--- src/rtl/st_ctrl.sv ---
// Front-panel mode controller: debounced buttons, boot-blink sequence,
// wrapping work modes and a COLOR overlay that returns to its entry mode.
module st_ctrl #(
    parameter int NUM_MODES     = 4,
    parameter int NUM_COLORS    = 8,
    parameter int BLINK_STEPS   = 4,
    parameter int BLINK_CYC     = 25000000,
    parameter int DEBOUNCE_CYC  = 500000,
    parameter int LONGPRESS_CYC = 100000000
) (
    input  logic       i_clk,
    input  logic       i_rst_n,
    input  logic       i_btn_rst,
    input  logic       i_btn_change,
    input  logic       i_btn_color,
    output logic [3:0] o_state,
    output logic [2:0] o_state_deep,
    output logic [2:0] o_color_idx,
    output logic       o_blink,
    output logic       o_state_changed
);

    localparam int DBW = $clog2(DEBOUNCE_CYC + 1);
    localparam int LPW = $clog2(LONGPRESS_CYC + 1);
    localparam int BCW = $clog2(BLINK_CYC);

    typedef enum logic [1:0] {
        S_RST   = 2'd0,
        S_STOP  = 2'd1,
        S_COLOR = 2'd2,
        S_WORK  = 2'd3
    } state_t;

    // Button index: 0 = rst/stop, 1 = change, 2 = colour.
    logic [2:0]     w_raw;
    logic [2:0]     w_target;
    logic [2:0]     r_sync1, r_sync2, r_armed, r_db, r_dbPrev, r_press;
    logic [1:0]     r_pipeValid;
    logic [DBW-1:0] r_dbCnt [3];
    logic [LPW-1:0] r_holdCnt;
    logic           r_evLong;

    assign w_raw = {i_btn_color, i_btn_change, i_btn_rst};

    // A button held through reset release stays unarmed until seen released,
    // so it cannot produce a press or long-press event.
    assign w_target = r_sync2 & r_armed;

    always_ff @(posedge i_clk or negedge i_rst_n) begin
        if (!i_rst_n) begin
            r_sync1     <= '0;
            r_sync2     <= '0;
            r_pipeValid <= '0;
            r_armed     <= '0;
            r_db        <= '0;
            r_dbPrev    <= '0;
            r_press     <= '0;
            for (int i = 0; i < 3; i++) r_dbCnt[i] <= '0;
        end else begin
            r_sync1     <= w_raw;
            r_sync2     <= r_sync1;
            r_pipeValid <= {r_pipeValid[0], 1'b1};
            r_armed     <= r_armed | ({3{r_pipeValid[1]}} & ~r_sync2);
            r_dbPrev    <= r_db;
            r_press     <= r_db & ~r_dbPrev;
            for (int i = 0; i < 3; i++) begin
                if (w_target[i] != r_db[i]) begin
                    if (r_dbCnt[i] == DBW'(DEBOUNCE_CYC - 1)) begin
                        r_db[i]    <= w_target[i];
                        r_dbCnt[i] <= '0;
                    end else begin
                        r_dbCnt[i] <= r_dbCnt[i] + DBW'(1);
                    end
                end else begin
                    r_dbCnt[i] <= '0;
                end
            end
        end
    end

    // Hold counter saturates so the long-press pulse fires once per hold.
    always_ff @(posedge i_clk or negedge i_rst_n) begin
        if (!i_rst_n) begin
            r_holdCnt <= '0;
            r_evLong  <= 1'b0;
        end else if (r_db[1]) begin
            if (r_holdCnt != LPW'(LONGPRESS_CYC)) r_holdCnt <= r_holdCnt + LPW'(1);
            r_evLong <= (r_holdCnt == LPW'(LONGPRESS_CYC - 1));
        end else begin
            r_holdCnt <= '0;
            r_evLong  <= 1'b0;
        end
    end

    logic w_evRst, w_evColor, w_evLong, w_evChange;

    assign w_evRst    = r_press[0];
    assign w_evColor  = r_press[2] & ~r_press[0];
    assign w_evLong   = r_evLong & ~r_press[0] & ~r_press[2];
    assign w_evChange = r_press[1] & ~r_press[0] & ~r_press[2] & ~r_evLong;

    state_t         r_state, w_nextState;
    logic [2:0]     r_mode, w_nextMode;
    logic [2:0]     r_savedMode, w_nextSaved;
    logic [2:0]     r_deep, w_nextDeep;
    logic [2:0]     r_colorIdx, w_nextColor;
    logic [BCW-1:0] r_blinkCnt, w_nextBlinkCnt;

    always_ff @(posedge i_clk or negedge i_rst_n) begin
        if (!i_rst_n) begin
            r_state     <= S_RST;
            r_mode      <= '0;
            r_savedMode <= '0;
            r_deep      <= '0;
            r_colorIdx  <= '0;
            r_blinkCnt  <= '0;
        end else begin
            r_state     <= w_nextState;
            r_mode      <= w_nextMode;
            r_savedMode <= w_nextSaved;
            r_deep      <= w_nextDeep;
            r_colorIdx  <= w_nextColor;
            r_blinkCnt  <= w_nextBlinkCnt;
        end
    end

    always_comb begin
        w_nextState    = r_state;
        w_nextMode     = r_mode;
        w_nextSaved    = r_savedMode;
        w_nextDeep     = r_deep;
        w_nextColor    = r_colorIdx;
        w_nextBlinkCnt = r_blinkCnt;
        case (r_state)
            S_RST: begin
                if (w_evRst) begin
                    w_nextState    = S_STOP;
                    w_nextDeep     = '0;
                    w_nextBlinkCnt = '0;
                end else if (r_blinkCnt == BCW'(BLINK_CYC - 1)) begin
                    w_nextBlinkCnt = '0;
                    if (r_deep == 3'(BLINK_STEPS - 1)) begin
                        w_nextState = S_WORK;
                        w_nextMode  = '0;
                        w_nextDeep  = '0;
                    end else begin
                        w_nextDeep = r_deep + 3'd1;
                    end
                end else begin
                    w_nextBlinkCnt = r_blinkCnt + BCW'(1);
                end
            end
            S_STOP: begin
                if (w_evRst) begin
                    w_nextState    = S_RST;
                    w_nextDeep     = '0;
                    w_nextBlinkCnt = '0;
                end
            end
            S_WORK: begin
                if (w_evRst) begin
                    w_nextState = S_STOP;
                end else if (w_evColor) begin
                    w_nextSaved = r_mode;
                    w_nextState = S_COLOR;
                end else if (w_evLong) begin
                    w_nextMode = '0;
                end else if (w_evChange) begin
                    w_nextMode = (r_mode == 3'(NUM_MODES - 1)) ? 3'd0 : r_mode + 3'd1;
                end
            end
            S_COLOR: begin
                if (w_evRst) begin
                    w_nextState = S_STOP;
                    w_nextSaved = '0;
                end else if (w_evColor) begin
                    w_nextState = S_WORK;
                    w_nextMode  = r_savedMode;
                end else if (w_evChange) begin
                    w_nextColor = (r_colorIdx == 3'(NUM_COLORS - 1)) ? 3'd0 : r_colorIdx + 3'd1;
                end
            end
            default: w_nextState = S_RST;
        endcase
    end

    logic [3:0] w_stateOut;
    logic [3:0] r_prevState;
    logic       r_changed;

    assign w_stateOut = (r_state == S_WORK) ? 4'd3 + {1'b0, r_mode} : {2'b00, r_state};

    always_ff @(posedge i_clk or negedge i_rst_n) begin
        if (!i_rst_n) begin
            r_prevState <= '0;
            r_changed   <= 1'b0;
        end else begin
            r_prevState <= w_stateOut;
            r_changed   <= (w_stateOut != r_prevState);
        end
    end

    assign o_state         = w_stateOut;
    assign o_state_deep    = (r_state == S_RST)   ? r_deep :
                             (r_state == S_COLOR) ? r_colorIdx : 3'd0;
    assign o_color_idx     = r_colorIdx;
    assign o_blink         = (r_state == S_RST) & r_deep[0];
    assign o_state_changed = r_changed;

endmodule

--- config.mk ---
export PLATFORM = sky130hd
export DESIGN_NAME = st_ctrl
export DESIGN_NICKNAME = d
export VERILOG_FILES = /design/src/rtl/st_ctrl.sv
export SDC_FILE = /design/constraint.sdc
export NUM_CORES = 1
export LEC_CHECK = 0
export BUFFER_PORTS_ARGS = -buffer_cell sky130_fd_sc_hd__buf_4
export CAP_MARGIN = 10
export CORE_MARGIN = 2
export CORE_UTILIZATION = 40
export CTS_CLUSTER_SIZE = 16
export DETAILED_ROUTE_END_ITERATION = 12
export GPL_TIMING_DRIVEN = 0
export PLACE_DENSITY = 0.57
export SLEW_MARGIN = 20
export SYNTH_ARGS = -nofsm -noshare
export SYNTH_HDL_FRONTEND = slang
export SYNTH_SLANG_ARGS = --single-unit
--- constraint.sdc ---
create_clock -name i_clk -period 5 [get_ports i_clk]
set_input_delay 0.5 -clock i_clk [delete_from_list [all_inputs] [get_ports i_clk]]
set_output_delay 0.5 -clock i_clk [all_outputs]
set_load 0.01 [all_outputs]
======== Word level (Yosys, flattened, before mapping) ========
Index checks and enable logic that the tools add are counted.
W data, S select, Z words.
operators by class
  add/sub/neg operators ................... 9
  equality and inequality tests ........... 32
  multiplexer cells ....................... 45
  bitwise operators ....................... 17
  reductions and logical operators ........ 13
operators by type and width
  cell                     count
  $mux W19                 6
  $mux W25                 3
  $add A19 B1 Y19 const B  3
  $eq A19 B19 Y1 const B   3
  $mux W3                  19
  $mux W27                 2
  $pmux W25 S2             1
  $add A27 B1 Y27 const B  1
  $eq A27 B27 Y1 const B   1
  $ne A27 B27 Y1 const B   1
  $add A25 B1 Y25 const B  1
  $eq A25 B25 Y1 const B   1
  $ne A2 B2 Y1 const B     10
  $mux W2                  8
  $ne A3 B3 Y1 const B     5
  $pmux W3 S2              2
  $add A3 B1 Y3 const B    3
  $and A3 B3 Y3            3
  $pmux W3 S3              1
  $reduce_and A9 Y1        1
  $pmux W2 S4              1
  $reduce_and A2 Y1        4
  $reduce_and A4 Y1        2
  $and A1 B1 Y1            7
  other kinds (18)         27
word-level totals
  bits in registers ....................... 149
  input bits .............................. 5
  output and inout bits ................... 12
  logic and storage cells ................. 138

======== Logic depth before layout (Yosys ltp) ========
Gate-level depths: netlist (run 1).
  word-level depth ........................ 9
  depth in mapped cells ................... 7
  mapped depth without buffers ............ 7

======== Least setup slack after synthesis (run 1) ========
Ideal clock, no wire load.
  path type ............................... reg-to-reg
  from .................................... reg r_blinkCnt[0]
  to ...................................... reg r_blinkCnt[21]
  setup time .............................. 0.082 ns
  arrival ................................. 1.595 ns
  required time ........................... 4.918 ns
  setup slack ............................. 3.324 ns
  cell stages (with the launch flop) ...... 7
  period minus slack after synthesis ...... 1.676 ns
  cell sequence ........................... dfrtp_1 > ha_1 > nand2_1 > and4bb_2 > a21oi_2 > a41oi_1 > a31oi_1
on the way
  longest elaborated chain between the ends .. 4
  elaborated cells between the ends (all ways) .. 5
  those cells by class .................... add/sub: 1; eq/ne: 1; mux: 3
RTL lines
  what                                                      line      source
  from (decl)                                               107       logic [BCW-1:0] r_blinkCnt, w_nextBlinkCnt;
  from (signal assigned)                                    123       r_blinkCnt <= w_nextBlinkCnt;
  $add A25 B1 Y25 / $eq A25 B25 Y1 (equally long branches)  150, 140
  $mux W25 (*)                                              140       end else if (r_blinkCnt == BCW'(BLINK_CYC - 1)) begin
  $mux W25 (*)                                              136       if (w_evRst) begin
  $pmux W25 S2 (*)                                          134       case (r_state)
Every way passes the cells marked *; elsewhere a longest branch is shown, timed or not.
A chain may end at the register's enable or synchronous reset.

======== Worst setup path after layout (run 1) ========
  from .................................... reg r_state[1]
  to ...................................... out o_state_deep[2]
on the way
  longest elaborated chain between the ends .. 3
  elaborated cells between the ends (all ways) .. 4
  those cells by class .................... eq/ne: 1; mux: 2; reduce/logical: 1
RTL lines
  what                    line  source
  from (decl)             102   state_t r_state, w_nextState;
  from (signal assigned)  118   r_state <= w_nextState;
  $eq A2 B2 Y1            205   (r_state == S_COLOR) ? r_colorIdx : 3'd0;
  $mux W3                 205
  $mux W3 (*)             204   assign o_state_deep = (r_state == S_RST) ? r_deep :
  to (decl)               17    output logic [2:0] o_state_deep,
Marks and branches as above.

==> results of run 1 <==
## through the flow
step                hold slack (ns)  utilization  setup WS (ns)  cells
global route                  0.158        0.466           2.48   1005
global placement              0.333        0.430           2.74    971
finish                        0.187        0.466           2.61   1005
floorplan                     0.204            -           3.32    726
CTS                           0.159        0.466           2.58   1005
detailed placement            0.337        0.432           2.92    972
## state kept, by name, summed over array words and instances (netlist names), 4 cells and up
name         count
r_prevState      4
r_dbCnt         57
r_holdCnt       27
r_blinkCnt      25
## power by group through the flow
stage	sequential, mW	clock (mW)	combinational, mW
3_3_place_gp	1.25	0	0.0518
5_1_grt	1.22	1.39	0.0648
3_5_place_dp	1.25	0	0.0566
6_report	1.22	1.28	0.0543
2_1_floorplan	1.24	0	0.0215
4_1_cts	1.22	1.33	0.0576
## path summary, 6_finish.rpt
| kind | cells after the start | slack, ns | end | startpoint |
|---|---|---|---|---|
| worst max-delay path | 5 | 2.61 | o_state_deep[2] | r_state[1] |
| worst min-delay path | 1 | 0.19 | r_sync1[1] | i_btn_change |
| worst max register to register | 6 | 2.94 | r_dbCnt[32] | r_db[1] |
| worst min register to register | 0 | 0.35 | r_pipeValid[1] | r_pipeValid[0] |
| max in group asynchronous | 3 | 3.64 | r_dbCnt[49] | i_rst_n |
| min in group asynchronous | 2 | 0.59 | r_prevState[2] | i_rst_n |
## timing repair
action	4_1_cts	5_1_grt
buffers inserted	0	0
hold buffers	1	0
endpoints found under the hold margin	48	0
## metal layers
metal,share of wire,global-route usage
met5,0,0
met4,0.0031,0.0431
met3,0.023,0.0407
met2,0.50,0.258
met1,0.47,0.199
## worst register-to-register path, delay by kind of cell (launching register included)
kind / cells / cell delay (ns)
flip-flops: 1 / 0.56
XOR/XNOR: 1 / 0.26
buffers and inverters: 3 / 0.73
AND/OR/NAND/NOR: 2 / 0.43
## cell type report
type | count | share of cell area
multi-input combinational | 532 | 0.404
sequential | 149 | 0.447
buffer | 19 | 0.0111
tap | 229 | 0.0343
clock inverter | 12 | 0.0184
timing repair buffer | 18 | 0.0198
inverter | 26 | 0.0117
clock buffer | 20 | 0.0535
## kinds of logic (layout without fill, tap and decap cells)
family | Yosys count | after routing | share of synthesized area
buffers and inverters | 45 | 95 | 0.0261
AO/OA/AOI/OAI | 46 | 46 | 0.0434
flip-flops | 149 | 149 | 0.512
AND/OR/NAND/NOR | 360 | 360 | 0.260
other | 1 | 1 | 0.000514
XOR/XNOR | 99 | 99 | 0.119
adder cells (fa/ha/maj) | 11 | 11 | 0.0189
multiplexers | 15 | 15 | 0.0211
## cell usage after synthesis, types with 3 or more instances
cell	count
nor3_1	16
inv_1	24
mux2i_1	12
mux2_2	3
and4_1	5
a32oi_1	4
or3_1	4
buf_2	9
ha_1	11
nand2_1	48
nand3b_1	4
a21oi_1	6
nor4_4	3
nand4b_1	3
xnor2_1	38
or2_2	4
nand2b_1	6
and3_1	12
xor2_1	61
a21o_1	5
nor2b_1	6
clkbuf_1	6
nand3_1	48
nand4_1	31
nor4b_1	7
nor2_1	134
dfrtp_1	149
o21ai_0	13
nor4_1	14
==> impl_metrics.csv, run 1 <==
group,metric,value,unit
run_status,status,"complete, no violations",
floorplan,io_pins,17,
pwr,swShare,0.208,
pwr,power.internal,2.03,mW
global_route,grt_max_degree,102,
critical_path,crit_fanout,10,
cts,clockBufferDepth,2,
floorplan,coreArea,17900,um^2
synth,synth_area_per_cell,10.0,um^2
critical_path,arrival,1.89,ns
detailed_routing,wirelength,13.7,mm
pwr,p_sw,534,uW
global_route,grt-ovfl-total,0,
floorplan,dieWidth,139,um
floorplan,fp-row-count,49,
global_route,antenna_found_initial,0,
synth,ys_async_sr_fraction,1.00,
synth,synth_nets,742,
synth,netlist_area,7290,um^2
synth,ys_seq_area_frac,0.512,
cells_and_area,final_nets,779,
detailed_routing,ant_nets,0,
cells_and_area,syn_to_final_growth,14.4,%
place,port_buffers,16,
pwr,leakage,3.56,nW
cts,insertion_delay,0.42,ns
pwr,clkPwrFrac,0.501,
timing,period_needed,2.39,ns
critical_path,crit_buf_inv,3,
cts,cts_made_buffers,17,
critical_path,required,4.50,ns
cells_and_area,diodes,0,
detailed_routing,drc,0,
cells_and_area,multi_input_area,3370,um^2
critical_path,critPathSlowestCell,"buf_1",
global_route,grt_pass1_wl,24.6,mm
place,gp_congestion,0.807,
job,drv_cap,0,
cts,clkTransAtPathRegs,0.06,ns
critical_path,end_kind,"output port",
synth,yosysTopAreaCellShare,0.512,
pwr,power,2.56,mW
critical_path,crit_type,"flip-flop to output port",
detailed_routing,wire_per_inst,13.7,um
cts,root_buffer,"clkbuf_16",
detailed_routing,drt_first_pass_iters,6,
cells_and_area,final_common_cell,"dfrtp_1",
synth,synth_area_leaders,"dfrtp_1 (51%), xor2_1 (7.3%), nor2_1 (6.9%), xnor2_1 (4.6%), nand3_1 (3.3%)",
cells_and_area,layout-drive-gt1-share,0.108,
synth,synth_top_area_cell,"dfrtp_1",
place,place_area,7730,um^2
timing,fmax,419,MHz
critical_path,crit_family,"buffers and inverters",
pwr,powerDensity,307,nW/um^2
synth,netlist_instances,726,
global_route,grt_usage,0.154,
cells_and_area,seqCellArea,3730,um^2
synth,synth_edf_count,0,
cells_and_area,fillers,1720,
timing,tns,0,ns
cts,tritoncts,"done",
pwr,p_seq_frac,0.478,
detailed_routing,vias,5159,
cts,htreeDepth,4,
floorplan,start_util,0.407,
timing,maxSlewViolCount,0,
timing,setup_viol,0,
pwr,pwr-share-comb,0.021,
timing,hold_violations,0,
critical_path,crit_chain,"buf_2 > buf_1 > mux2i_1 > nor2_1 > buf_4",
cts,cts_sinks,149,
timing,slew_headroom,0.584,
timing,period_share,0.477,
cells_and_area,fin_area,8340,um^2
detailed_routing,drt_iter0_drc,268,
critical_path,worst_path_largest_cell_delay,0.45,ns
place,hpwl,9.65,mm
timing,grt_setup_unrepaired,"false",
cells_and_area,mostFrequentLayoutCells,"dfrtp_1 (149), nor2_1 (134), xor2_1 (61)",
timing,tightest_slew,0.620,ns
synth,synth_flop_cell,"dfrtp_1",
critical_path,startpoint_type,"flip-flop",
worst_hold_path,hold_class,"input port to flip-flop",
detailed_routing,via_per_inst,5.13,
global_route,grt_pass1_vias,5291,
synth,ys_ff_latch,149,
synth,ys_types,61,
floorplan,fp.dieH,139,um
cts,cts_resized,0,
floorplan,dieArea,19300,um^2
timing,skew,0.00944,ns
synth,yosys_warnings,0,
pwr,peakVddDrop,0.000217,V
Note: power is estimated with default switching activity, not from simulation.
==> run 2: changes to the inputs <==
==> constraint.sdc (replaced) <==
create_clock -name i_clk -period 2.4 [get_ports i_clk]
set_input_delay 0.24 -clock i_clk [delete_from_list [all_inputs] [get_ports i_clk]]
set_output_delay 0.24 -clock i_clk [all_outputs]
set_load 0.01 [all_outputs]
==> run 2 against run 1 <==
  * Clock-buffer cell count did not move
  * Clock power rose by 110%
  * Total power grew 110%
  * Critical endpoint unchanged
  * Combinational power is 120% higher
==> impl_metrics.csv, run 2 (same netlist as run 1, synthesis figures left out) <==
group,metric,value,unit
global_route,antenna_found_initial,0,
critical_path,rr_startpoint,"r_db[1]",
critical_path,end_kind,"output port",
cells_and_area,reg.largest.list,"r_dbCnt (57), r_holdCnt (27), r_blinkCnt (25)",
critical_path,arrival,1.89,ns
timing,hold_violations,0,
global_route,grt_usage,0.154,
detailed_routing,drt_iter0_drc,285,
place,pre_cts_ws,0.315,ns
pwr,peakVddDrop,0.000451,V
timing,fin_hold_ws,0.326,ns
detailed_routing,vias,5144,
detailed_routing,wirelength,13.7,mm
detailed_routing,ant_nets,0,
floorplan,dieWidth,139,um
timing,tns,0,ns
cells_and_area,largest_register,"r_dbCnt",
floorplan,coreArea,17900,um^2
timing,period_share,0.888,
critical_path,crit_type,"flip-flop to output port",
worst_hold_path,hold_class,"input port to async pin",
cts,cts_made_buffers,17,
timing,slew_headroom,0.574,
cts,tritoncts,"done",
place,hpwl,9.65,mm
global_route,grt-ovfl-total,0,
global_route,grt_max_degree,102,
cells_and_area,diodes,0,
cells_and_area,fin_area,8370,um^2
timing,tightest_slew,0.635,ns
critical_path,startpoint_type,"flip-flop",
cts,clockBufferDepth,2,
timing,period_needed,2.13,ns
critical_path,rr_worst_depth,6,
run_status,status,"complete, no violations",
floorplan,dieArea,19300,um^2
timing,grt_setup_unrepaired,"false",
cells_and_area,final_common_cell,"dfrtp_1",
cells_and_area,seqCellArea,3730,um^2
critical_path,r2r_setup_slack,0.34,ns
cts,insertion_delay,0.42,ns
critical_path,rr_endpoint,"r_dbCnt[32]",
place,place_area,7730,um^2
place,port_buffers,16,
timing,fmax,469,MHz
timing,maxSlewViolCount,0,
job,drv_cap,0,
cells_and_area,multi_input_area,3370,um^2
cells_and_area,largest_reg_flops,57,
pwr,leakage,3.58,nW
cts,root_buffer,"clkbuf_16",
critical_path,crit_fanout,10,
detailed_routing,drc,0,
floorplan,io_pins,17,
cts,postCtsSetupRepairBufs,0,
cts,cts_sinks,149,
cells_and_area,final_cells,1008,
pwr,powerDensity,638,nW/um^2
global_route,grt_pass1_wl,24.6,mm
cts,cts_resized,0,
timing,fin_ws,0.269,ns
floorplan,fp.dieH,139,um
cells_and_area,final_nets,782,
detailed_routing,drt_first_pass_iters,6,
critical_path,required,2.16,ns
cts,htreeDepth,4,
cells_and_area,mostFrequentLayoutCells,"dfrtp_1 (149), nor2_1 (134), xor2_1 (61)",
floorplan,start_util,0.407,
place,dpl.cell_count,972,
pwr,power,5.34,mW
place,gp_congestion,0.807,
global_route,grt_pass1_vias,5291,
detailed_routing,via_per_inst,5.10,
cells_and_area,fillers,1717,
timing,skew,0.0102,ns
floorplan,fp-row-count,49,
cells_and_area,syn_to_final_growth,14.8,%
cts,clkTransAtPathRegs,0.06,ns
cells_and_area,layout-drive-gt1-share,0.108,
cells_and_area,post-route-util,0.468,
cts,hold_buffers,4,
timing,setup_viol,0,
detailed_routing,wire_per_inst,13.6,um
## run 2: cell count changes in the layout (fill, tap and decap cells not counted)
cell | before | now
dlygate4sd3_1 | 1 | 4
## run 2: worst max-delay path by stage
stage | endpoint | startpoint | depth (start not counted) | slack [ns]
2_1_floorplan | r_blinkCnt[21] | r_blinkCnt[0] | 6 | 0.72
3_3_place_gp | r_dbCnt[32] | r_db[1] | 6 | 0.39
3_5_place_dp | r_dbCnt[34] | r_db[1] | 6 | 0.32
4_1_cts | o_state_deep[2] | r_state[1] | 5 | 0.24
5_1_grt | o_state_deep[0] | r_state[1] | 5 | 0.14
6_report | o_state_deep[2] | r_state[1] | 5 | 0.27
## run 2: cell type report
class,count,area share
buffer,19,0.0111
clock buffer,20,0.0534
clock inverter,12,0.0184
inverter,26,0.0117
multi-input combinational,532,0.403
sequential,149,0.445
tap,229,0.0342
timing repair buffer,21,0.0233
## run 2: power breakdown
| group | switching (mW) | internal (mW) | total [mW] |
|---|---|---|---|
| sequential | 0.0177 | 2.53 | 2.55 |
| combinational | 0.0819 | 0.0354 | 0.117 |
| clock | 1.01 | 1.66 | 2.68 |
| total | 1.11 | 4.23 | 5.34 |
## run 2: layer usage
metal  wire [um]  share of wire  vias up  global-route usage
met2        6850           0.50       49               0.258
met1        6480           0.47     2514               0.199
met3         322          0.023        6              0.0407
li1            -              -     2575                   -
met4          63         0.0046        0              0.0431
met5           0              0        -                   0
## run 2: critical path: stages, from the launching register on
cell and delay, ns:
dfrtp_1 0.31, buf_2 0.25, buf_1 0.45, mux2i_1 0.25, nor2_1 0.06, buf_4 0.16
